==> src/rtl/pc_gen_bp.sv <==
// Fetch-PC generator with a direct-mapped BTB and 2-bit saturating direction counters.
// The BTB is trained by the resolving stage; lookup is combinational on the current PC.
module pc_gen_bp #(
  parameter logic [31:0] RESET_PC  = 32'h0000_0000,
  parameter int          BTB_IDX_W = 4
) (
  input  logic        clk,
  input  logic        rst,
  input  logic        pc_stall,
  input  logic        redirect_valid,
  input  logic [31:0] redirect_pc,
  input  logic        upd_valid,
  input  logic [31:0] upd_pc,
  input  logic [31:0] upd_target,
  input  logic        upd_taken,
  output logic [31:0] pc,
  output logic        pred_taken,
  output logic [31:0] pred_target
);

  localparam int N     = 1 << BTB_IDX_W;
  localparam int TAG_W = 32 - BTB_IDX_W - 2;

  // PC and targets are stored word-aligned, so bits [1:0] are implicitly zero.
  logic [29:0]                 r_pc;
  logic [N-1:0]                r_valid;
  logic [N-1:0][TAG_W-1:0]     r_tag;
  logic [N-1:0][29:0]          r_tgt;
  logic [N-1:0][1:0]           r_ctr;

  logic [BTB_IDX_W-1:0] w_idx;
  logic [TAG_W-1:0]     w_tag;
  logic                 w_hit;
  logic [BTB_IDX_W-1:0] w_uidx;
  logic [TAG_W-1:0]     w_utag;
  logic                 w_uhit;
  logic [1:0]           w_uctr;

  assign w_idx = r_pc[BTB_IDX_W-1:0];
  assign w_tag = r_pc[29:BTB_IDX_W];
  assign w_hit = r_valid[w_idx] && (r_tag[w_idx] == w_tag);

  assign pc          = {r_pc, 2'b00};
  assign pred_taken  = w_hit && r_ctr[w_idx][1];
  assign pred_target = pred_taken ? {r_tgt[w_idx], 2'b00} : 32'h0;

  assign w_uidx = upd_pc[BTB_IDX_W+1:2];
  assign w_utag = upd_pc[31:BTB_IDX_W+2];
  assign w_uhit = r_valid[w_uidx] && (r_tag[w_uidx] == w_utag);
  assign w_uctr = r_ctr[w_uidx];

  always_ff @(posedge clk or negedge rst) begin
    if (!rst) begin
      r_pc <= RESET_PC[31:2];
    end else if (redirect_valid) begin
      r_pc <= redirect_pc[31:2];
    end else if (!pc_stall) begin
      r_pc <= pred_taken ? r_tgt[w_idx] : r_pc + 30'd1;
    end
  end

  // Training writes land after the edge, so same-cycle lookups see old contents.
  always_ff @(posedge clk or negedge rst) begin
    if (!rst) begin
      r_valid <= '0;
      r_tag   <= '0;
      r_tgt   <= '0;
      r_ctr   <= '0;
    end else if (upd_valid) begin
      if (w_uhit) begin
        if (upd_taken) begin
          if (w_uctr != 2'b11) r_ctr[w_uidx] <= w_uctr + 2'd1;
          r_tgt[w_uidx] <= upd_target[31:2];
        end else if (w_uctr != 2'b00) begin
          r_ctr[w_uidx] <= w_uctr - 2'd1;
        end
      end else if (upd_taken) begin
        r_valid[w_uidx] <= 1'b1;
        r_tag[w_uidx]   <= w_utag;
        r_tgt[w_uidx]   <= upd_target[31:2];
        r_ctr[w_uidx]   <= 2'b10;
      end
    end
  end

endmodule

==> config.mk <==
export PLATFORM = sky130hd
export DESIGN_NAME = pc_gen_bp
export DESIGN_NICKNAME = d
export VERILOG_FILES = /design/src/rtl/pc_gen_bp.sv
export SDC_FILE = /design/constraint.sdc
export NUM_CORES = 2
export LEC_CHECK = 0
export BUFFER_PORTS_ARGS = -buffer_cell sky130_fd_sc_hd__buf_2
export CORE_UTILIZATION = 54
export CTS_CLUSTER_DIAMETER = 150
export CTS_CLUSTER_SIZE = 28
export DETAILED_ROUTE_END_ITERATION = 7
export GPL_ROUTABILITY_DRIVEN = 0
export PLACE_DENSITY = 0.72
export SYNTH_ARGS = -nofsm -noshare
export SYNTH_HDL_FRONTEND = slang
export SYNTH_SLANG_ARGS = --single-unit
==> constraint.sdc <==
create_clock -name clk -period 4.6 [get_ports clk]
set_clock_uncertainty 0.1 [all_clocks]
set_input_delay 0.23 -clock clk [delete_from_list [all_inputs] [get_ports clk]]
set_output_delay 0.23 -clock clk [all_outputs]
set_load 0.02 [all_outputs]
* Yosys cells after proc, flatten, opt, wreduce, memory -nomap -nowiden
Index checks and enable logic that the tools add are counted.
Widths: inputs -> output; s select.
** Storage, ports and cells
- Word-level logic and storage cells :: 111
- Bits of input ports :: 102
- Flip-flop bits (word level) :: 974
- Output and inout port bits :: 65
** Cells by class
- Equality and inequality tests :: 5
- $add $sub $neg :: 3
- Muxes and demuxes :: 35
- Magnitude comparators :: 3
- Bitwise logic cells :: 5
- Reductions and logical operators :: 10
** Operators by type and width (count)
- $bwmux 480 :: 1
- $bwmux 416 :: 1
- $bmux 26 s4 :: 2
- $mux 32 :: 6
- $mux 30 :: 5
- $bmux 30 s4 :: 1
- $demux 30 s4 :: 1
- $demux 26 s4 :: 1
- $mux 26 :: 3
- $bwmux 32 :: 2
- $eq 26x26->1 :: 2
- $or 16x16->16 :: 2
- $add 30x1->30 const B :: 1
- $and 16x16->16 :: 1
- $bmux 2 s4 :: 2
- $not 16->16 :: 1
- $lt 4x5->1 const B :: 2
- $bmux 1 s4 :: 2
- $demux 2 s4 :: 1
- $mux 2 :: 3
- $reduce_bool 2->1 :: 3
- $demux 1 s4 :: 1
- $ge 4x1->1 const B :: 1
- $logic_and 1x1->1 :: 4
- 10 further kinds :: 12

* Logic depth before layout (Yosys ltp)
- Word-level depth :: 8
- Depth in mapped cells :: 16
- Gate-level depth less buffers :: 10

* Worst setup path before layout
OpenSTA, ideal clock, no wires.
- Path kind :: flip-flop to output port
- Start :: register r_pc[0]
- End :: output pred_target[19]
- Cell stages (with the launch flop) :: 12
- Arrival :: 3.600 ns
- Required time :: 4.270 ns
- Path buffers :: 8
- Slack :: 0.670 ns
- Cells stage by stage :: dfrtp_1 buf_2 buf_4 buf_6 buf_6 buf_2 buf_2 buf_2 buf_2 mux4_2 mux4_2 and2_1
** On the way
- Word-level cells in the longest chain between the ends :: 6
- Elaborated cells on any way between the ends :: 12
- Those cells by class :: eq/ne: 1; mux: 9; reduce/logical: 2
** Ends and longest elaborated chain
- start: declaration :: line 25 : logic [29:0] r_pc;
- start signal: assignment :: line 54 : r_pc <= RESET_PC[31:2];
- start signal: assignment :: line 56 : r_pc <= redirect_pc[31:2];
- start signal: assignment :: line 58 : r_pc <= pred_taken ? r_tgt[w_idx] : r_pc + 30'd1;
- $bmux 26 s4 :: line 41 : assign w_hit = r_valid[w_idx] && (r_tag[w_idx] == w_tag);
- $mux 26 (not written as such) :: line 41
- $eq 26x26->1 :: line 41
- $logic_and 1x1->1 :: line 41
- $logic_and 1x1->1 :: line 44 : assign pred_taken = w_hit && r_ctr[w_idx][1];
- $mux 32 * :: line 45 : assign pred_target = pred_taken ? {r_tgt[w_idx], 2'b00} : 32'h0;
- end: declaration :: line 18 : output logic [31:0] pred_target
Every way passes the cells marked *; elsewhere a longest branch is shown, timed or not. The select of a mux whose other input is x is not followed.

* Final worst setup path
- Start :: register r_pc[1]
- End :: output pred_target[15]
The elaborated chain is that of the path after synthesis.

==> results_dict.tcl <==
set metrics [dict create \
    status "complete, but fails checks" \
    violations "setup timing" \
    worstPathArrival_ps 4360 \
    hold_viol 0 \
    via_count 33038 \
    wirelength_mm 151 \
    slowest_delay_ps 600 \
    cap_violations 0 \
    placementRows 112 \
    die_area_sq_um 95200 \
    stdcell_count 4963 \
    syn_inst 3518 \
    synth.top_cells.by_area "dfrtp_1, mux2_2, mux4_2" \
    cp.buffers_inverters 4 \
    crit_type "register to output port" \
    cp-start-kind "register" \
    yosysSeqAreaShare_pct 48.0 \
    grt_overflow_total 0 \
    worst_slack_ps -92.9 \
    slew_headroom_pct 33.1 \
    grt_pass1_wl_mm 225 \
    start_util_pct 54.4 \
    crit_path_top_delay_cell "dfrtp_4" \
    synth_top_family_by_area "multiplexers" \
    finalMaxSlewViolations 0 \
    detail_route.first_pass.iterations 6 \
    area_delta_synth_final_pct 11.3 \
    whs_ps 57.5 \
    clock-sinks 974 \
    cts_buffer_depth 3 \
    cts_buffers 40 \
    pwr-share-seq_pct 52.0 \
    synth.mux.area_fraction_pct 39.0 \
    path_clk_slew_ps 120 \
    synth-compound-area-share_pct 3.56 \
    end_kind "output port" \
    synth_cell_types 77 \
    crit_required_ps 4270 \
    period_minus_slack_ps 4690 \
    p_comb_share_pct 27.9 \
    crit_fanout 11 \
    clock_latency_ps 700 \
    avgViaCountPerCell 6.66 \
    yosys.area_share.simple_pct 4.56 \
    setup_viol 29 \
    drtAntennaViolNets 0 \
    synth_area_leader_cell "dfrtp_1" \
    ys_ff_latch 974 \
    power_density_nw_per_um2 386 \
    fmax_mhz 213 \
    nets 3804 \
    grt_pass1_vias 33392 \
    switching_share_pct 30.4 \
    post-route-period-util_pct 102 \
    avgSynthCellArea_sq_um 14.4 \
    place_hpwl_mm 95.5 \
    antenna_found_initial 8 \
    place_ws_ps 114 \
    netlist.area_leader.share_pct 48.0 \
    cts_tree "done" \
    rsz0062_at_grt "yes" \
    p_sw_mw 6.62 \
    irDropWorstVdd_v 0.000382 \
    avgRoutedWirePerCell_um 30.4 \
    cp_common_cell "buf_4" \
    die_h_um 309 \
    first_iter_violations 3556 \
    crit_chain "buf_4 -> mux4_2 -> mux2i_2 -> xnor2_1 -> a2111oi_1 -> o221ai_1 -> nand4b_4 -> nor3_4 -> buf_4 -> clkbuf_16 -> and2_1 -> buf_2" \
    port_buffers 156 \
    p_int_mw 15.2 \
    die_x_um 309 \
    cp_top_family "multiplexers" \
    root_buffer "clkbuf_16" \
    fill_cells 7161 \
    clkPwrFrac_pct 20.1 \
    ys.flop_type "dfrtp_1" \
    total_leakage_power_nw 24.7 \
    place_inst 4779 \
    synth_xor_xnor_area_share_pct 1.23 \
    core_area_sq_um 93200 \
    grt_use_total_pct 32.1 \
    synth.cell_area_sq_um 50700 \
    async_reset_ff_share_pct 100 \
    drive_above_1_share_pct 47.6 \
    hold_path_class "input pin to register" \
    drc 0 \
    cts_max_level 2 \
    synth_edf_count 0 \
    final_util_pct 60.6 \
    worstMarginPinSlew_ps 1000 \
    synthAdderAreaFrac_pct 0.0740 \
    pin_count 167 \
    yosys_warnings 0 \
    grt_max_degree 128 \
]
## layer usage
layer | track usage [%] | up-vias | routed length [um]
li1 | - | 13491 | -
met1 | 45.4 | 17639 | 61800
met2 | 48.9 | 1587 | 69400
met3 | 7.21 | 313 | 13600
met4 | 11.4 | 8 | 5810
met5 | 0 | - | 57
## cell usage in the layout (no fill, tap or decap), drive strengths merged, types with 23 or more instances in the layout
cell type and count:
a22oi 31, nor2b 26, and2 40, o22ai 29, mux2 911, mux4 330
mux2i 179, inv 27, clkbuf 46, nor2 59, dfrtp 974, nor3 32
nand2 143, xor2 23, xnor2 48, o21ai 38, dlygate4sd3 98, a21oi 49
buf 369
## kinds of logic (layout without fill, tap and decap cells)
| logic type | after synthesis | after routing |
|---|---|---|
| flops | 974 | 974 |
| xor+xnor | 71 | 71 |
| simple gates | 430 | 430 |
| buf+inv | 363 | 546 |
| fa+ha+maj | 3 | 3 |
| other cells | 1 | 9 |
| compound gates | 256 | 256 |
| mux | 1420 | 1420 |
## registers in the layout (all words and copies together), names as in the netlist
signal   flops
r_ctr       32
r_valid     16
r_tgt      480
r_pc        30
r_tag      416
## power groups by stage
stage / clock (mW) / combinational (mW) / sequential (mW)
after floorplan: 0 / 4.19 / 11.0
after global placement: 0 / 5.61 / 11.4
after detailed placement: 0 / 5.73 / 11.5
after CTS: 4.45 / 5.97 / 11.3
after global routing: 4.72 / 6.42 / 11.5
final: 4.38 / 6.08 / 11.3
## worst paths after layout
check | slack, ps | from | depth (start not counted) | end
worst max register to register | 60 | r_pc[1] | 12 | r_pc[0]
max in group asynchronous | 3050 | rst | 3 | r_pc[1]
worst min-delay path | 60 | upd_pc[9] | 2 | r_tag[55]
min in group asynchronous | 80 | rst | 2 | r_tag[127]
worst max-delay path | -90 | r_pc[1] | 12 | pred_target[15]
worst min register to register | 390 | r_tgt[42] | 2 | r_tgt[42]
## through the flow
step / instance area (sq um) / setup TNS [ps] / power (mW)
6_report: 56500 / -1740 / 21.8
3_3_place_gp: 53700 / 0 / 17.0
5_1_grt: 56500 / -4120 / 22.7
2_1_floorplan: 50800 / 0 / 15.2
3_5_place_dp: 53700 / 0 / 17.2
4_1_cts: 56100 / 0 / 21.7
## repair_timing
| action | 4_1_cts | 5_1_grt |
|---|---|---|
| endpoints found under the hold margin | 959 | 0 |
| gates cloned | 3 | 3 |
| pin swaps | 2 | 5 |
| buffers inserted | 13 | 15 |
| hold buffers | 98 | 0 |
| gates resized for setup | 18 | 58 |
| endpoints found under the setup margin | 31 | 32 |
## synth_stat cells, types with 5 or more instances
master / count
nor2_1: 53
or2_2: 19
a2bb2oi_1: 13
a21oi_1: 42
and2_1: 37
nor2b_1: 26
nor3_2: 5
nand3_1: 21
nor4_1: 21
mux2_2: 834
xnor2_1: 48
mux2_4: 77
a22oi_1: 31
o311ai_0: 5
a21oi_2: 7
o31ai_1: 9
nand4_1: 10
nor3b_1: 8
dfrtp_1: 974
buf_4: 45
a211oi_1: 6
o211ai_1: 10
and3b_1: 11
a221oi_1: 16
a221o_1: 6
and3_1: 7
xor2_1: 23
nand2b_1: 5
o22ai_1: 29
o21ai_0: 30
a22o_1: 8
and4_1: 8
mux4_2: 330
nand2_1: 143
nor2_2: 5
inv_1: 28
mux2i_1: 179
buf_6: 27
a31oi_1: 5
clkbuf_1: 189
nor3_1: 23
o21ai_1: 8
buf_2: 61
buf_1: 13
## area by class of cell
cell class | instances | area, sq um | share of cell area [%]
timing repair buffer | 471 | 4450 | 7.87
multi-input combinational | 2184 | 24900 | 44.0
clock buffer | 43 | 1010 | 1.79
clock inverter | 4 | 77.6 | 0.137
sequential | 974 | 24400 | 43.2
tap | 1254 | 1570 | 2.78
inverter | 28 | 106 | 0.188
antenna | 5 | 12.5 | 0.0221
Power figures use the tool's default switching activity.
